**src/rtl/imem_loader_pkg.sv**
```systemverilog
// Shared definitions for the instruction-memory program loader: FSM state
// encoding, frame layout constants, IMEM data width and small helpers.
package imem_loader_pkg;

  // IMEM word width written over port B.
  localparam int IMEM_DW = 16;

  // Frame layout: two length bytes up front, one checksum byte at the end.
  localparam int HDR_BYTES = 2;
  localparam int CHK_BYTES = 1;

  // Loader FSM states, fixed 3-bit encoding.
  typedef enum logic [2:0] {
    ST_LEN_HI  = 3'd0,
    ST_LEN_LO  = 3'd1,
    ST_DATA_HI = 3'd2,
    ST_DATA_LO = 3'd3,
    ST_CHECK   = 3'd4,
    ST_DONE    = 3'd5,
    ST_IDLE    = 3'd6,
    ST_ERR     = 3'd7
  } state_e;

  // True in the states that take bytes from the link.
  function automatic logic is_receiving(input state_e st);
    logic r;
    case (st)
      ST_LEN_HI, ST_LEN_LO, ST_DATA_HI, ST_DATA_LO, ST_CHECK: r = 1'b1;
      default:                                               r = 1'b0;
    endcase
    return r;
  endfunction

  // Running frame checksum: 8-bit sum that wraps.
  function automatic logic [7:0] sum8(input logic [7:0] acc, input logic [7:0] b);
    return acc + b;
  endfunction

endpackage

```
**src/rtl/imem_loader_byte_timeout.sv**
```systemverilog
// Idle-gap watchdog for the loader: counts cycles spent waiting for a byte
// while a frame is in progress and flags when the gap limit is reached.
// A limit of 0 disables the watchdog.
module imem_loader_byte_timeout #(
  parameter int TIMEOUT_CYCLES = 1000000
) (
  input  logic clk,
  input  logic rst_n,
  input  logic active,   // frame in progress and a byte is awaited
  input  logic kick,     // a byte was accepted this cycle
  output logic expired   // this cycle is the TIMEOUT_CYCLES-th idle cycle
);

  localparam int CntW = (TIMEOUT_CYCLES > 1) ? $clog2(TIMEOUT_CYCLES) : 1;
  localparam logic [CntW-1:0] LastCnt =
    CntW'((TIMEOUT_CYCLES > 0) ? TIMEOUT_CYCLES - 1 : 0);
  localparam logic Enabled = (TIMEOUT_CYCLES > 0);

  logic [CntW-1:0] cnt_q;
  logic [CntW-1:0] cnt_d;
  logic            at_last_s;

  assign at_last_s = (cnt_q == LastCnt);

  // Expiry is flagged in the idle cycle whose edge would reach the limit,
  // so the FSM leaves on exactly that edge.
  assign expired = Enabled & active & ~kick & at_last_s;

  // Next idle count: cleared by a byte or when no frame is in progress.
  always_comb begin
    cnt_d = cnt_q;
    if (!active || kick) begin
      cnt_d = '0;
    end else if (at_last_s) begin
      cnt_d = cnt_q;
    end else begin
      cnt_d = cnt_q + CntW'(1);
    end
  end

  // Idle count register.
  always_ff @(posedge clk or negedge rst_n) begin
    if (!rst_n) begin
      cnt_q <= '0;
    end else begin
      cnt_q <= cnt_d;
    end
  end

endmodule

```
**src/rtl/imem_loader.sv**
```systemverilog
// Program loader: receives a length-prefixed, checksummed byte frame and
// writes big-endian 16-bit words into IMEM port B from address 0. Keeps the
// CPU halted while loading and pulses cpu_rst once a frame checks out.
module imem_loader
  import imem_loader_pkg::*;
#(
  parameter int          ADDR_W         = 16,
  parameter logic [15:0] MAX_WORDS      = 16'd4096,
  parameter int          TIMEOUT_CYCLES = 1000000
) (
  input  logic               clk,
  input  logic               rst_n,
  input  logic [7:0]         rx_data,
  input  logic               rx_valid,
  output logic               rx_ready,
  input  logic               load_req,
  output logic [ADDR_W-1:0]  ADDRB,
  output logic [IMEM_DW-1:0] DINB,
  output logic               WEB,
  output logic               Halt,
  output logic               cpu_rst,
  output logic               done,
  output logic               error
);

  // Elaboration-time sanity checks on the configuration.
  if (ADDR_W < 1 || ADDR_W > 16) begin : g_bad_addr_w
    $error("imem_loader: ADDR_W must be in 1..16");
  end
  if (longint'(MAX_WORDS) > (longint'(1) << ADDR_W)) begin : g_bad_max_words
    $error("imem_loader: MAX_WORDS exceeds the IMEM address space");
  end
  if (HDR_BYTES != 2 || CHK_BYTES != 1) begin : g_bad_frame
    $error("imem_loader: frame layout does not match the FSM byte sequence");
  end

  state_e              state_q, state_d;
  logic [15:0]         len_q, len_d;
  logic [7:0]          hi_q, hi_d;
  logic [15:0]         cnt_q, cnt_d;
  logic [7:0]          sum_q, sum_d;
  logic [ADDR_W-1:0]   addrb_q, addrb_d;
  logic [IMEM_DW-1:0]  dinb_q, dinb_d;
  logic                web_q, web_d;
  logic                halt_q, halt_d;
  logic                cpu_rst_q, cpu_rst_d;
  logic                done_q, done_d;
  logic                error_q, error_d;
  logic                rx_ready_q, rx_ready_d;

  logic                accept_s;
  logic                active_s;
  logic                expired_s;
  logic [15:0]         len_s;
  logic [15:0]         cnt_inc_s;

  assign accept_s  = rx_valid & rx_ready_q;
  assign len_s     = {len_q[15:8], rx_data};
  assign cnt_inc_s = cnt_q + 16'd1;

  // The idle watchdog runs only once the first length byte is in, so the
  // loader can wait forever for a frame to begin.
  assign active_s = (state_q == ST_LEN_LO) || (state_q == ST_DATA_HI) ||
                    (state_q == ST_DATA_LO) || (state_q == ST_CHECK);

  imem_loader_byte_timeout #(
    .TIMEOUT_CYCLES(TIMEOUT_CYCLES)
  ) u_byte_timeout (
    .clk    (clk),
    .rst_n  (rst_n),
    .active (active_s),
    .kick   (accept_s),
    .expired(expired_s)
  );

  // Next-state, datapath and output decode; all outputs are derived from
  // the next state so they are registered alongside it.
  always_comb begin
    state_d = state_q;
    len_d   = len_q;
    hi_d    = hi_q;
    cnt_d   = cnt_q;
    sum_d   = sum_q;
    addrb_d = addrb_q;
    dinb_d  = dinb_q;
    web_d   = 1'b0;

    case (state_q)
      ST_LEN_HI: begin
        if (accept_s) begin
          len_d   = {rx_data, 8'd0};
          sum_d   = sum8(sum_q, rx_data);
          state_d = ST_LEN_LO;
        end else begin
          state_d = ST_LEN_HI;
        end
      end
      ST_LEN_LO: begin
        if (accept_s) begin
          len_d = len_s;
          sum_d = sum8(sum_q, rx_data);
          if (len_s == 16'd0) begin
            state_d = ST_CHECK;
          end else if (len_s > MAX_WORDS) begin
            state_d = ST_ERR;
          end else begin
            state_d = ST_DATA_HI;
          end
        end else if (expired_s) begin
          state_d = ST_ERR;
        end else begin
          state_d = ST_LEN_LO;
        end
      end
      ST_DATA_HI: begin
        if (accept_s) begin
          hi_d    = rx_data;
          sum_d   = sum8(sum_q, rx_data);
          state_d = ST_DATA_LO;
        end else if (expired_s) begin
          state_d = ST_ERR;
        end else begin
          state_d = ST_DATA_HI;
        end
      end
      ST_DATA_LO: begin
        if (accept_s) begin
          sum_d   = sum8(sum_q, rx_data);
          dinb_d  = {hi_q, rx_data};
          addrb_d = cnt_q[ADDR_W-1:0];
          web_d   = 1'b1;
          cnt_d   = cnt_inc_s;
          if (cnt_inc_s == len_q) begin
            state_d = ST_CHECK;
          end else begin
            state_d = ST_DATA_HI;
          end
        end else if (expired_s) begin
          state_d = ST_ERR;
        end else begin
          state_d = ST_DATA_LO;
        end
      end
      ST_CHECK: begin
        if (accept_s) begin
          if (rx_data == sum_q) begin
            state_d = ST_DONE;
          end else begin
            state_d = ST_ERR;
          end
        end else if (expired_s) begin
          state_d = ST_ERR;
        end else begin
          state_d = ST_CHECK;
        end
      end
      ST_DONE: begin
        state_d = ST_IDLE;
      end
      ST_IDLE, ST_ERR: begin
        if (load_req) begin
          state_d = ST_LEN_HI;
          cnt_d   = 16'd0;
          sum_d   = 8'd0;
          addrb_d = '0;
        end else begin
          state_d = state_q;
        end
      end
      default: begin
        state_d = ST_ERR;
      end
    endcase

    rx_ready_d = is_receiving(state_d);
    done_d     = (state_d == ST_DONE) || (state_d == ST_IDLE);
    halt_d     = ~done_d;
    error_d    = (state_d == ST_ERR);
    cpu_rst_d  = (state_d == ST_DONE);
  end

  // State, datapath and output registers; reset starts a boot load.
  always_ff @(posedge clk or negedge rst_n) begin
    if (!rst_n) begin
      state_q    <= ST_LEN_HI;
      len_q      <= 16'd0;
      hi_q       <= 8'd0;
      cnt_q      <= 16'd0;
      sum_q      <= 8'd0;
      addrb_q    <= '0;
      dinb_q     <= '0;
      web_q      <= 1'b0;
      halt_q     <= 1'b1;
      cpu_rst_q  <= 1'b0;
      done_q     <= 1'b0;
      error_q    <= 1'b0;
      rx_ready_q <= 1'b1;
    end else begin
      state_q    <= state_d;
      len_q      <= len_d;
      hi_q       <= hi_d;
      cnt_q      <= cnt_d;
      sum_q      <= sum_d;
      addrb_q    <= addrb_d;
      dinb_q     <= dinb_d;
      web_q      <= web_d;
      halt_q     <= halt_d;
      cpu_rst_q  <= cpu_rst_d;
      done_q     <= done_d;
      error_q    <= error_d;
      rx_ready_q <= rx_ready_d;
    end
  end

  assign rx_ready = rx_ready_q;
  assign ADDRB    = addrb_q;
  assign DINB     = dinb_q;
  assign WEB      = web_q;
  assign Halt     = halt_q;
  assign cpu_rst  = cpu_rst_q;
  assign done     = done_q;
  assign error    = error_q;

endmodule

```
**config.mk**
```make
export PLATFORM = sky130hd
export DESIGN_NAME = imem_loader
export DESIGN_NICKNAME = d
export VERILOG_FILES = /design/src/rtl/imem_loader_pkg.sv /design/src/rtl/imem_loader_byte_timeout.sv /design/src/rtl/imem_loader.sv
export SDC_FILE = /design/constraint.sdc
export NUM_CORES = 1
export LEC_CHECK = 0
export CAP_MARGIN = 25
export CORE_MARGIN = 3
export CORE_UTILIZATION = 58
export DETAILED_ROUTE_END_ITERATION = 8
export PLACE_DENSITY_LB_ADDON = 0.05
export SYNTH_ARGS = -nofsm -noshare
export SYNTH_HDL_FRONTEND = slang
export SYNTH_HIERARCHICAL = 1
export SYNTH_SLANG_ARGS = --single-unit
```
**constraint.sdc**
```tcl
create_clock -name clk -period 3.5 [get_ports clk]
set_input_delay 0.7 -clock clk [delete_from_list [all_inputs] [get_ports clk]]
set_output_delay 0.7 -clock clk [all_outputs]
set_load 0.05 [all_outputs]
```
==> results of run 1 <==
[area by class of cell]
type	instances	area [µm²]	area share
Multi-Input combinational cell	451	2760	0.428
Sequential cell	109	2730	0.423
Timing Repair Buffer	60	596	0.0923
Tap cell	129	161	0.0250
Clock buffer	9	124	0.0192
Clock inverter	7	57.6	0.00892
Inverter	5	18.8	0.00291
[per-stage QoR]
step / setup WS (ns) / cells / utilization
floorplan: 0.583 / 599 / -
global placement: 0.388 / 754 / 0.669
detailed placement: 0.403 / 754 / 0.669
CTS: 0.565 / 770 / 0.688
global route: 0.149 / 770 / 0.688
finish: 0.541 / 770 / 0.688
[power by group]
part	internal, mW	total, mW	switching [mW]
Sequential	1.60	1.90	0.295
Combinational	0.874	2.29	1.41
Clock	0.269	0.729	0.460
Total	2.75	4.92	2.17
[worst register-to-register path, stage by stage, from the launching register on]
cell	delay (ns)
dfrtp_1	0.45
nor4b_1	0.37
and4_1	0.49
nand2_4	0.10
nor2_1	0.19
nor3_1	0.08
a21oi_1	0.16
nand2b_2	0.16
inv_2	0.06
nor2_2	0.47
o21ai_0	0.21
o31ai_1	0.12
[final timing paths]
check | from | to | slack [ns] | depth (start not counted)
max | u_byte_timeout/cnt_q[6] | cnt_q[2] | 0.54 | 11
min | rst_n | ADDRB[11] | 0.36 | 1
max reg2reg | u_byte_timeout/cnt_q[6] | cnt_q[2] | 0.54 | 11
min reg2reg | hi_q[7] | DINB[15] | 0.47 | 2
max in group asynchronous | rst_n | hi_q[0] | 2.42 | 2
min in group clk | hi_q[7] | DINB[15] | 0.47 | 2
[placed cells by master, fill, tap and decap left out, drive strengths merged, types with 2 or more instances in the layout]
| cell | Yosys | routed |
|---|---|---|
| inv | 5 | 8 |
| xnor2 | 19 | 19 |
| dfrtp | 107 | 107 |
| a22o | 6 | 6 |
| nor3 | 9 | 9 |
| a211oi | 2 | 2 |
| nand2 | 138 | 138 |
| a31oi | 7 | 7 |
| clkinv | 0 | 2 |
| nand2b | 4 | 4 |
| a21o | 6 | 6 |
| xor2 | 17 | 17 |
| nor2 | 31 | 31 |
| nor4b | 4 | 4 |
| and3b | 2 | 2 |
| clkinvlp | 0 | 2 |
| clkdlybuf4s50 | 0 | 48 |
| nand3 | 37 | 37 |
| o211ai | 4 | 4 |
| or4 | 4 | 4 |
| clkbuf | 19 | 9 |
| and3 | 5 | 5 |
| o41ai | 4 | 4 |
| nand4 | 10 | 10 |
| nor2b | 3 | 3 |
| a21oi | 16 | 16 |
| and4 | 6 | 6 |
| mux2 | 17 | 17 |
| ha | 9 | 9 |
| dfstp | 2 | 2 |
| o21ai | 44 | 44 |
| or3 | 6 | 6 |
| mux2i | 5 | 5 |
| o31ai | 9 | 9 |
| and2 | 8 | 8 |
| buf | 15 | 12 |
| nor4 | 10 | 10 |
[sequential cells by signal, indices dropped and copies added, names as in the netlist, 3 cells and up]
register              cells
u_byte_timeout/cnt_q     20
sum_q                     8
len_q                    16
state_q                   3
cnt_q                    16
ADDRB                    16
DINB                     16
hi_q                      8
[cells by family after synthesis]
kind of cell / Yosys count
xor gates and xnor gates: 36
buffers and inverters: 39
adders and majority gates: 10
and+or+nand+nor: 277
AOI/OAI and AO/OA: 106
DFF: 109
muxes: 22
[layer usage]
metal / vias up / share of wire
met5: - / 0
met3: 15 / 0.040
met1: 2225 / 0.47
li1: 2173 / -
met2: 102 / 0.48
met4: 0 / 0.012
==> impl_metrics.tcl, run 1 <==
set metrics [dict create \
    drtIter0Drc 260 \
    slew_headroom 0.483 \
    cp-end-kind "register" \
    crit_buf_inv 1 \
    drive_above_1_share 0.112 \
    drv_slew 0 \
    yosys_warnings 6 \
    arrival_ns 3.24 \
    tritoncts "done" \
    yosys-top-cells-area "dfrtp_1 (47%), nand2_1 (9.0%), o21ai_0 (3.7%)" \
    dr.pass1.iters 6 \
    yosys.area_share.adder 0.0234 \
    grt_overflow_total 0 \
    setup_violations 0 \
    grt.total_usage 0.243 \
    cts_setup_buffers 0 \
    synth_compound_area_frac 0.117 \
    clk-insertion-delay-late_ns 0.39 \
    fin_nets 658 \
    grt_pass1_wl_um 21700 \
    finalClockSkew_ns 0.0168 \
    synth-xor-area-share 0.0555 \
    dp_hpwl_um 8710 \
    period_share 0.845 \
    area_growth_pct 13.6 \
    gr-usage-met2 0.391 \
    yosysTopAreaCell "dfrtp_1" \
    dieArea_um2 11000 \
    drc 0 \
    postSynth.asyncResetShare 1.00 \
    ant_nets 0 \
    coreArea_um2 9370 \
    drt_wl_total_um 12600 \
    maxCapViolCount 0 \
    busiest_layer "met2" \
    synth_edf_count 0 \
    cts_max_path_buffers 2 \
    synth_nets 621 \
    worstSetupStartpointType "register" \
    fmax_mhz 338 \
    power.density_nw_per_um2 762 \
    leakagePower_nw 2.91 \
    crit_slowest_cell "and4_1" \
    crit_family "simple AND/OR/NAND/NOR gates" \
    numPortBuffers 49 \
    synth-simple-area-share 0.247 \
    rsz0062_at_grt "false" \
    antenna_found_initial 0 \
    initial_utilization 0.606 \
    synth_seq_cells 109 \
    cts_htree_levels 3 \
    vdd_drop_max_mv 0.552 \
    ys_seq_area_frac 0.481 \
    die_y_um 105 \
    cts_resized 0 \
    path_clk_slew_ns 0.11 \
    synth_top_family_by_area "simple AND/OR/NAND/NOR gates" \
    ios 50 \
    syn_inst 599 \
    synth_mux_area_frac 0.0425 \
    grt_pass1_vias 4373 \
    place_congestion 0.873 \
    clock_sinks 109 \
    synth_area_um2 5680 \
    total_power_mw 4.92 \
    synthFlopType "dfrtp_1" \
    vias 4515 \
    gr-usage-met3 0.0519 \
    fin_area_um2 6450 \
    crit_required_ns 3.78 \
    cts_made_buffers 9 \
    diodes 0 \
    rows 35 \
    grt_start_max_net_pins 56 \
    setup_tns_ns 0 \
    max_stage_delay_ns 0.49 \
    synthTopCellsByCount "nand2_1 (136), dfrtp_1 (107), o21ai_0 (42)" \
    die_w_um 105 \
    holdWs_ns 0.360 \
    hold_viol 0 \
    avgSynthCellArea_um2 9.48 \
    root_buffer "clkbuf_8" \
    cts-hold-fix-buffers 0 \
    min_period_ns 2.96 \
    critPathMaxFanout 15 \
    final.fill_count 777 \
    worstPathCellList "nor4b_1 -> and4_1 -> nand2_4 -> nor2_1 -> nor3_1 -> a21oi_1 -> nand2b_2 -> inv_2 -> nor2_2 -> o21ai_0 -> o31ai_1" \
    viasPerCell 5.86 \
    wl_per_cell_um 16.3 \
    status "completed" \
    synth_top_area_frac 0.472 \
    dpl_cell_area_um2 6270 \
    critical_path_class "register to register" \
    yosys.cell_count.top_type "nand2_1" \
    ys_types 65 \
    worst_slew_pin_slew_ns 0.773 \
    hold_path.class "primary input to asynchronous set/reset pin" \
    gr-usage-met1 0.342 \
]
Note: power is estimated with default switching activity, not from simulation.
==> run 2: changes to the inputs <==
--- a/config.mk
+++ b/config.mk
@@ -7,7 +7,7 @@
 export LEC_CHECK = 0
 export CAP_MARGIN = 25
 export CORE_MARGIN = 3
-export CORE_UTILIZATION = 58
+export CORE_UTILIZATION = 52
 export DETAILED_ROUTE_END_ITERATION = 8
 export PLACE_DENSITY_LB_ADDON = 0.05
 export SYNTH_ARGS = -nofsm -noshare
==> constraint.sdc (replaced) <==
create_clock -name clk -period 2.7 [get_ports clk]
set_input_delay 0.54 -clock clk [delete_from_list [all_inputs] [get_ports clk]]
set_output_delay 0.54 -clock clk [all_outputs]
set_load 0.05 [all_outputs]
==> impl_metrics.tcl, run 2 (synthesis results as in run 1) <==
set metrics [dict create \
    ant_nets 0 \
    r2r_slack_ns 0.31 \
    crit_slowest_cell "dfrtp_1" \
    crit_buf_inv 2 \
    drive_above_1_share 0.156 \
    cts_resized 0 \
    drv_slew 0 \
    drtIter0Drc 271 \
    cts_setup_buffers 0 \
    arrival_ns 2.69 \
    max_stage_delay_ns 0.44 \
    gr-usage-met2 0.354 \
    reg2regPathDepth 12 \
    period_share 0.885 \
    vias 4543 \
    worstPathCellList "nor4_2 -> and4_1 -> nand2_4 -> nor2_2 -> nor3_1 -> a21oi_1 -> nand2b_2 -> inv_2 -> nor2_2 -> buf_12 -> o21ai_0 -> o41ai_1" \
    min_period_ns 2.39 \
    setup_violations 0 \
    grt_pass1_vias 4534 \
    layout_commonest_cell "nand2_1" \
    largest_reg_flops 20 \
    wl_per_cell_um 16.0 \
    cts_htree_levels 3 \
    dieArea_um2 12200 \
    root_buffer "clkbuf_8" \
    tritoncts "done" \
    grt_start_max_net_pins 52 \
    leakagePower_nw 3.07 \
    viasPerCell 5.63 \
    cts-hold-fix-buffers 0 \
    power.density_nw_per_um2 980 \
    area_growth_pct 18.2 \
    cp-end-kind "register" \
    clock_sinks 109 \
    critPathMaxFanout 15 \
    layout_common_cells "nand2_1 (135), dfrtp_1 (107), clkdlybuf4s50_1 (48)" \
    regMostFlops "u_byte_timeout/cnt_q" \
    worstSetupStartpointType "register" \
    die_y_um 110 \
    gr-usage-met1 0.312 \
    diodes 0 \
    rr_startpoint "u_byte_timeout/cnt_q[13]" \
    grt.total_usage 0.223 \
    worst_slack_ns 0.310 \
    postLayoutCoreUtil 0.642 \
    cts_made_buffers 9 \
    vdd_drop_max_mv 0.758 \
    path_clk_slew_ns 0.11 \
    busiest_layer "met2" \
    clk-insertion-delay-late_ns 0.40 \
    grt_pass1_wl_um 22400 \
    critical_path_class "register to register" \
    drc 0 \
    drt_wl_total_um 12900 \
    numPortBuffers 49 \
    crit_required_ns 3.00 \
    hold_path.class "primary input to asynchronous set/reset pin" \
    grt_overflow_total 0 \
    initial_utilization 0.543 \
    antenna_found_initial 0 \
    fin_nets 688 \
    maxCapViolCount 0 \
    cts_max_path_buffers 2 \
    worst_slew_pin_slew_ns 0.600 \
    dpl_cell_area_um2 6520 \
    worstReg2RegEnd "cnt_q[12]" \
    crit_family "simple AND/OR/NAND/NOR gates" \
    fmax_mhz 418 \
    place_congestion 0.856 \
    die_w_um 110 \
    coreArea_um2 10500 \
    ios 50 \
    rows 37 \
    slew_headroom 0.599 \
    dp_hpwl_um 9250 \
    fin_area_um2 6710 \
    gr-usage-met3 0.0395 \
    total_power_mw 6.58 \
    dr.pass1.iters 5 \
    rsz0062_at_grt "false" \
    path_common_cell "nor2_2" \
    hold_viol 0 \
    finalClockSkew_ns 0.0126 \
    status "completed" \
    dp_slack_ns -0.00410 \
]
[run 2: changes by cell type in the layout (fill, tap and decap cells not counted), sizes merged]
cell,delta
clkinvlp,-1
buf,+30
clkbuf,+1
[run 2: worst max-delay path by stage]
stage | start | endpoint | depth (start not counted)
finish | u_byte_timeout/cnt_q[13] | cnt_q[12] | 12
global route | u_byte_timeout/cnt_q[13] | cnt_q[12] | 12
CTS | u_byte_timeout/cnt_q[8] | cnt_q[5] | 12
detailed placement | rx_data[0] | sum_q[6] | 9
global placement | rx_data[1] | sum_q[7] | 9
floorplan | rx_ready | cnt_q[9] | 15
[run 2: metal layers]
layer,vias up,part of all wire
li1,2238,-
met1,2183,0.47
met2,105,0.47
met3,17,0.046
met4,0,0.013
met5,-,0
[run 2: report_power, final]
| part | leakage [nW] | switching [mW] | total, mW | internal [mW] |
|---|---|---|---|---|
| Clock | 0.0894 | 0.602 | 0.954 | 0.352 |
| Combinational | 1.55 | 1.88 | 3.18 | 1.31 |
| Sequential | 1.43 | 0.361 | 2.44 | 2.08 |
| Total | 3.07 | 2.84 | 6.58 | 3.74 |
[run 2: per-stage QoR]
stage | cells | TNS [ns] | hold WS (ns)
floorplan | 599 | 0 | 0.244
global placement | 791 | 0 | 0.446
detailed placement | 791 | -0.00574 | 0.453
CTS | 807 | 0 | 0.0976
global route | 807 | 0 | 0.122
finish | 807 | 0 | 0.0940
[run 2: cell type report]
cell class | count | area, µm²
fill | 904 | 3750
multi-input combinational | 451 | 2780
sequential | 109 | 2730
timing repair buffer | 90 | 833
tap | 136 | 170
clock buffer | 10 | 128
clock inverter | 6 | 53.8
inverter | 5 | 18.8
[run 2: worst reg2reg max path, stage by stage (launching register included)]
cell and delay, ns:
dfrtp_1 0.44, nor4_2 0.31, and4_1 0.30, nand2_4 0.09, nor2_2 0.17, nor3_1 0.07
a21oi_1 0.15, nand2b_2 0.19, inv_2 0.10, nor2_2 0.14, buf_12 0.15, o21ai_0 0.12
o41ai_1 0.08
==> run 3: changes to the inputs <==
--- a/config.mk
+++ b/config.mk
@@ -9,7 +9,9 @@
 export CORE_MARGIN = 3
 export CORE_UTILIZATION = 52
 export DETAILED_ROUTE_END_ITERATION = 8
+export GPL_ROUTABILITY_DRIVEN = 0
 export PLACE_DENSITY_LB_ADDON = 0.05
+export SETUP_SLACK_MARGIN = 0.02
 export SYNTH_ARGS = -nofsm -noshare
 export SYNTH_HDL_FRONTEND = slang
 export SYNTH_HIERARCHICAL = 1
==> impl_metrics.tcl, run 3 (synthesis results as in run 1) <==
set metrics [dict create \
    crit_slowest_cell "dfrtp_1" \
    dieArea_um2 12200 \
    post-place-cells 789 \
    area.sequential_um2 2730 \
    fmax_mhz 407 \
    fin_nets 686 \
    power.density_nw_per_um2 992 \
    tritoncts "done" \
    layout_common_cells "nand2_1 (135), dfrtp_1 (107), clkdlybuf4s50_1 (48)" \
    cts-hold-fix-buffers 0 \
    stdcell_count 804 \
    hold_path.class "primary input to asynchronous set/reset pin" \
    rr_startpoint "u_byte_timeout/cnt_q[8]" \
    cts_setup_buffers 0 \
    grt_pass1_wl_um 22400 \
    drtIter0Drc 295 \
    cts_made_buffers 9 \
    crit_required_ns 3.00 \
    crit_family "simple AND/OR/NAND/NOR gates" \
    largest_reg_flops 20 \
    worst_slew_pin_slew_ns 0.543 \
    numPortBuffers 49 \
    final.fill_count 934 \
    vdd_drop_max_mv 0.759 \
    status "completed" \
    leakagePower_nw 3.08 \
    reg2regPathDepth 12 \
    grt.total_usage 0.221 \
    diodes 0 \
    drc 0 \
    antenna_found_initial 0 \
    max_stage_delay_ns 0.46 \
    cts_resized 1 \
    hold_viol 0 \
    drive_above_1_share 0.157 \
    postLayoutCoreUtil 0.644 \
    regMostFlops "u_byte_timeout/cnt_q" \
    wl_per_cell_um 16.0 \
    drt_wl_total_um 12900 \
    min_period_ns 2.45 \
    multiInputGateArea_um2 2800 \
    die_y_um 110 \
    worstPathCellList "nor4b_4 -> and4_4 -> nand2_4 -> nor2_4 -> nor3_1 -> a21oi_1 -> nand2b_2 -> inv_2 -> nor2_2 -> buf_12 -> o21ai_0 -> o21ai_0" \
    ant_nets 0 \
    coreArea_um2 10500 \
    finalClockSkew_ns 0.0115 \
    vias 4635 \
    rows 37 \
    clockPowerShare 0.157 \
    worstSetupStartpointType "register" \
    clock_sinks 109 \
    setup_tns_ns 0 \
    dr.pass1.iters 5 \
    critPathMaxFanout 15 \
    slew_headroom 0.637 \
    layout_commonest_cell "nand2_1" \
    grt_start_max_net_pins 90 \
    cts_htree_levels 3 \
    grt_pass1_vias 4510 \
    path_depth 12 \
    path_clk_slew_ns 0.10 \
    cp-end-kind "register" \
    initial_utilization 0.543 \
    worst_slack_ns 0.245 \
    r2r_slack_ns 0.25 \
    path_common_cell "o21ai_0" \
    period_share 0.909 \
    drv_slew 0 \
    arrival_ns 2.76 \
    maxCapViolCount 0 \
    grt_overflow_total 0 \
    p_seq_frac 0.368 \
    crit_buf_inv 2 \
    ios 50 \
    internal-power_mw 3.82 \
    die_w_um 110 \
    setup_violations 0 \
    dp_hpwl_um 8910 \
    dp_slack_ns -0.0768 \
    critical_path_class "register to register" \
    swShare 0.429 \
    rsz0062_at_grt "false" \
    cts_max_path_buffers 2 \
    clk-insertion-delay-late_ns 0.40 \
    root_buffer "clkbuf_8" \
    critPathLaunch "u_byte_timeout/cnt_q[8]" \
    area_growth_pct 18.7 \
    combPwrFrac 0.476 \
    netSwitchingPower_mw 2.87 \
    viasPerCell 5.76 \
]
-- run 3: changes by cell type in the layout (fill, tap and decap cells not counted), sizes merged --
cell / previous run / this run
buf: 42 / 40
clkbuf: 10 / 9
bufinv: 0 / 1
clkinv: 2 / 1
clkinvlp: 1 / 0
inv: 8 / 9
-- run 3: per-layer routing --
metal	track usage	up-vias	wire (µm)
met2	0.351	104	6050
met5	0	-	0
met1	0.307	2285	6100
met4	0.0550	0	157
li1	-	2229	-
met3	0.0510	17	564
-- run 3: cell type report --
class | instances | share of cell area
Multi-Input combinational cell | 451 | 0.415
Clock buffer | 9 | 0.0184
Sequential cell | 109 | 0.405
Inverter | 5 | 0.00278
Timing Repair Buffer | 88 | 0.121
Clock inverter | 6 | 0.0117
Tap cell | 136 | 0.0253
-- run 3: final timing paths --
kind,end
max in group asynchronous,Halt
hold reg to reg,DINB[12]
setup / recovery,cnt_q[7]
setup reg to reg,cnt_q[7]
hold / removal,ADDRB[11]
min in group clk,DINB[12]
-- run 3: worst reg2reg max path: cells and delay by family (launching register included) --
kind / cells / cell delay, ns
and+or+nand+nor: 7 / 1.27
DFF: 1 / 0.46
AOI/OAI and AO/OA: 3 / 0.37
buffers and inverters: 2 / 0.27
-- run 3: power groups by stage --
stage | Clock [mW] | Sequential, mW | Combinational, mW
final | 1.05 | 2.46 | 3.18
after global routing | 1.15 | 2.53 | 3.46
after CTS | 1.09 | 2.45 | 3.17
after detailed placement | 0 | 2.48 | 3.16
after global placement | 0 | 2.46 | 3.10
after floorplan | 0 | 2.90 | 1.70
-- run 3: metrics by stage --
stage               cell area (µm²)  hold WS, ns  total power [mW]
floorplan                      5690        0.244              4.60
global placement               6500        0.440              5.56
detailed placement             6500        0.440              5.63
CTS                            6710      0.00713              6.71
global route                   6740       0.0160              7.14
finish                         6740       0.0196              6.68
==> patch: new RTL, settings of run 1 <==
`dinb_q` no longer has a reset.
--- a/src/rtl/imem_loader.sv
+++ b/src/rtl/imem_loader.sv
@@ -188,7 +188,6 @@
       cnt_q      <= 16'd0;
       sum_q      <= 8'd0;
       addrb_q    <= '0;
-      dinb_q     <= '0;
       web_q      <= 1'b0;
       halt_q     <= 1'b1;
       cpu_rst_q  <= 1'b0;
@@ -202,7 +201,6 @@
       cnt_q      <= cnt_d;
       sum_q      <= sum_d;
       addrb_q    <= addrb_d;
-      dinb_q     <= dinb_d;
       web_q      <= web_d;
       halt_q     <= halt_d;
       cpu_rst_q  <= cpu_rst_d;
@@ -210,6 +208,10 @@
       error_q    <= error_d;
       rx_ready_q <= rx_ready_d;
     end
+  end
+
+  always_ff @(posedge clk) begin
+    dinb_q <= dinb_d;
   end
 
   assign rx_ready = rx_ready_q;
Formal check against the unedited RTL: not equivalent (Yosys sat finds a counterexample within 10 cycles, from zero or initial values and one cycle with rst_n low; the reset may be asserted at any time).
==> patch against run 1 <==
Combinational power shrank 4%. Global-route usage grew 0.19 points. Sequential cell count is the same. Wire length is essentially flat. Via count shrank 3.2%. Cell area shrank 0.48%. Clock skew is essentially flat. Synthesized cell count shrank 6.3%. Highest routed layer unchanged. Final cell count shrank 3.5%. Critical endpoint is now done$_DFF_PN0_. Synthesized area shrank 1.3%. Setup slack lost 190 ps. Power shrank 2.1%.
==> patch: results (changes against run 1) <==
* Result of the run: finished, final reports clean
* Post-layout nets at 631 (-4.1%)
* Clock skew at 16.5 ps (-0.266 ps)
* Final-layout fill cell count at 757 (-2.6%)
* Gr usage total at 24.5% (+0.19 points)
* RePlAce Congestion at 0.882 (+1.0%)
* Reported net switching power at 2.04 mW (-6.0%)
* Largest stage delay on the critical path at 550 ps (+60 ps)
* First-pass GRT wire length at 21600 um (-0.76%)
* Slowest cell on the critical path: sky130_fd_sc_hd__or4_4
* Library cells used by synthesis at 63 (-3.1%)
* Worst supply voltage drop on vdd at 453 uV (-18%)
* Max Fanout on Critical Path at 6 (-9)
* Ranking of synthesized cells by area: sky130_fd_sc_hd__dfrtp_1 (41%), sky130_fd_sc_hd__edfxtp_1 (8.6%), sky130_fd_sc_hd__nand2_1 (5.8%), sky130_fd_sc_hd__o21ai_0 (3.6%), sky130_fd_sc_hd__nand3_1 (3.5%)
* Share of cells above drive strength 1 at 11.2% (about the same)
* Dpl hpwl at 8920 um (+2.4%)
* Initial detailed-routing violation count at 278 (+6.9%)
* Average wire length per cell after detail routing at 17.0 um (+3.7%)
* Top post-synthesis cells by count: sky130_fd_sc_hd__dfrtp_1 (91), sky130_fd_sc_hd__nand2_1 (86), sky130_fd_sc_hd__o21ai_0 (40)
* Clock buffers created by TritonCTS at 9 (unchanged)
* Number of global-route vias before repair at 4297 (-1.7%)
* Static leakage at 2.70 nW (-7.1%)
* Number of detailed-route iterations in the first pass at 5 (-1)
* Initial antenna violation count at 0 (unchanged)
* Transition time of the tightest slew-check pin at 758 ps (-15.6 ps)
* Share of async-settable or async-resettable flops after synthesis at 85.3% (-15 points)
* Arrival time at the worst endpoint at 3480 ps (+240 ps)
* Sequential area share after synthesis at 50.2% (+2.1 points)
* Maximum number of pins on one net before global-route repair at 45 (-20%)
* Buffer depth of the longest clock path at 2 (unchanged)
* Via density per instance at 5.88 (+0.33%)
* Number of enable-type register cells in the synthesized netlist at 16 (+16)
* Post-synthesis net count at 583 (-6.1%)
-- patch: area by class of cell --
type	count	area, sq um	share of cell area, %
sequential	109	2810	43.8
multi-input combinational	412	2590	40.4
inverter	8	30.0	0.468
timing repair buffer	69	651	10.1
tap	129	161	2.51
clock buffer	12	145	2.26
clock inverter	4	31.3	0.487
-- patch: per-layer routing --
metal  wire length, um  up-vias  track usage [%]  part of all wire [%]
met1              5770     2133             34.4                    46
met5                 0        -                0                     0
met2              5940      105             38.0                    47
met3               660       22             5.59                   5.2
li1                  -     2111                -                     -
met4               222        0             7.50                   1.8
-- patch: final timing paths --
check                      slack [ps]                    to                  from
setup / recovery                  350        done$_DFF_PN0_  cnt_q[1]$_DFFE_PN0P_
hold reg to reg                   440    DINB[10]$_DFFE_PP_   hi_q[2]$_DFFE_PN0P_
max in group asynchronous        2330    rx_ready$_DFF_PN1_                 rst_n
min in group clk                  440    DINB[10]$_DFFE_PP_   hi_q[2]$_DFFE_PN0P_
setup reg to reg                  350        done$_DFF_PN0_  cnt_q[1]$_DFFE_PN0P_
hold / removal                    300  ADDRB[9]$_DFFE_PN0P_                 rst_n
-- patch: logic make-up (layout without fill, tap and decap cells) --
| group | after synthesis | count (layout) | share of synthesized area, % |
|---|---|---|---|
| AND/OR/NAND/NOR | 236 | 236 | 21.7 |
| AO/OA/AOI/OAI | 113 | 113 | 13.0 |
| flip-flops | 109 | 109 | 50.2 |
| buffers and inverters | 40 | 93 | 3.60 |
| XOR/XNOR | 32 | 32 | 5.00 |
| multiplexers | 21 | 21 | 4.11 |
| adder cells (fa/ha/maj) | 10 | 10 | 2.37 |
-- patch: power groups by stage --
| stage | logic [mW] | registers, mW | clock network (mW) |
|---|---|---|---|
| 6_report | 2.19 | 1.92 | 0.706 |
| 5_1_grt | 2.40 | 1.96 | 0.782 |
| 4_1_cts | 2.20 | 1.92 | 0.729 |
| 3_5_place_dp | 2.19 | 1.94 | 0 |
| 3_3_place_gp | 2.14 | 1.92 | 0 |
| 2_1_floorplan | 1.29 | 2.16 | 0 |
-- patch: per-stage QoR --
step	worst slack, ps	hold WS [ps]	util [%]	area (sq um)	instances
after global routing	112	335	68.8	6420	743
after global placement	126	428	66.9	6240	727
after CTS	363	320	68.8	6420	743
final	346	305	68.8	6420	743
after detailed placement	110	430	66.9	6240	727
after floorplan	184	404	-	5610	561
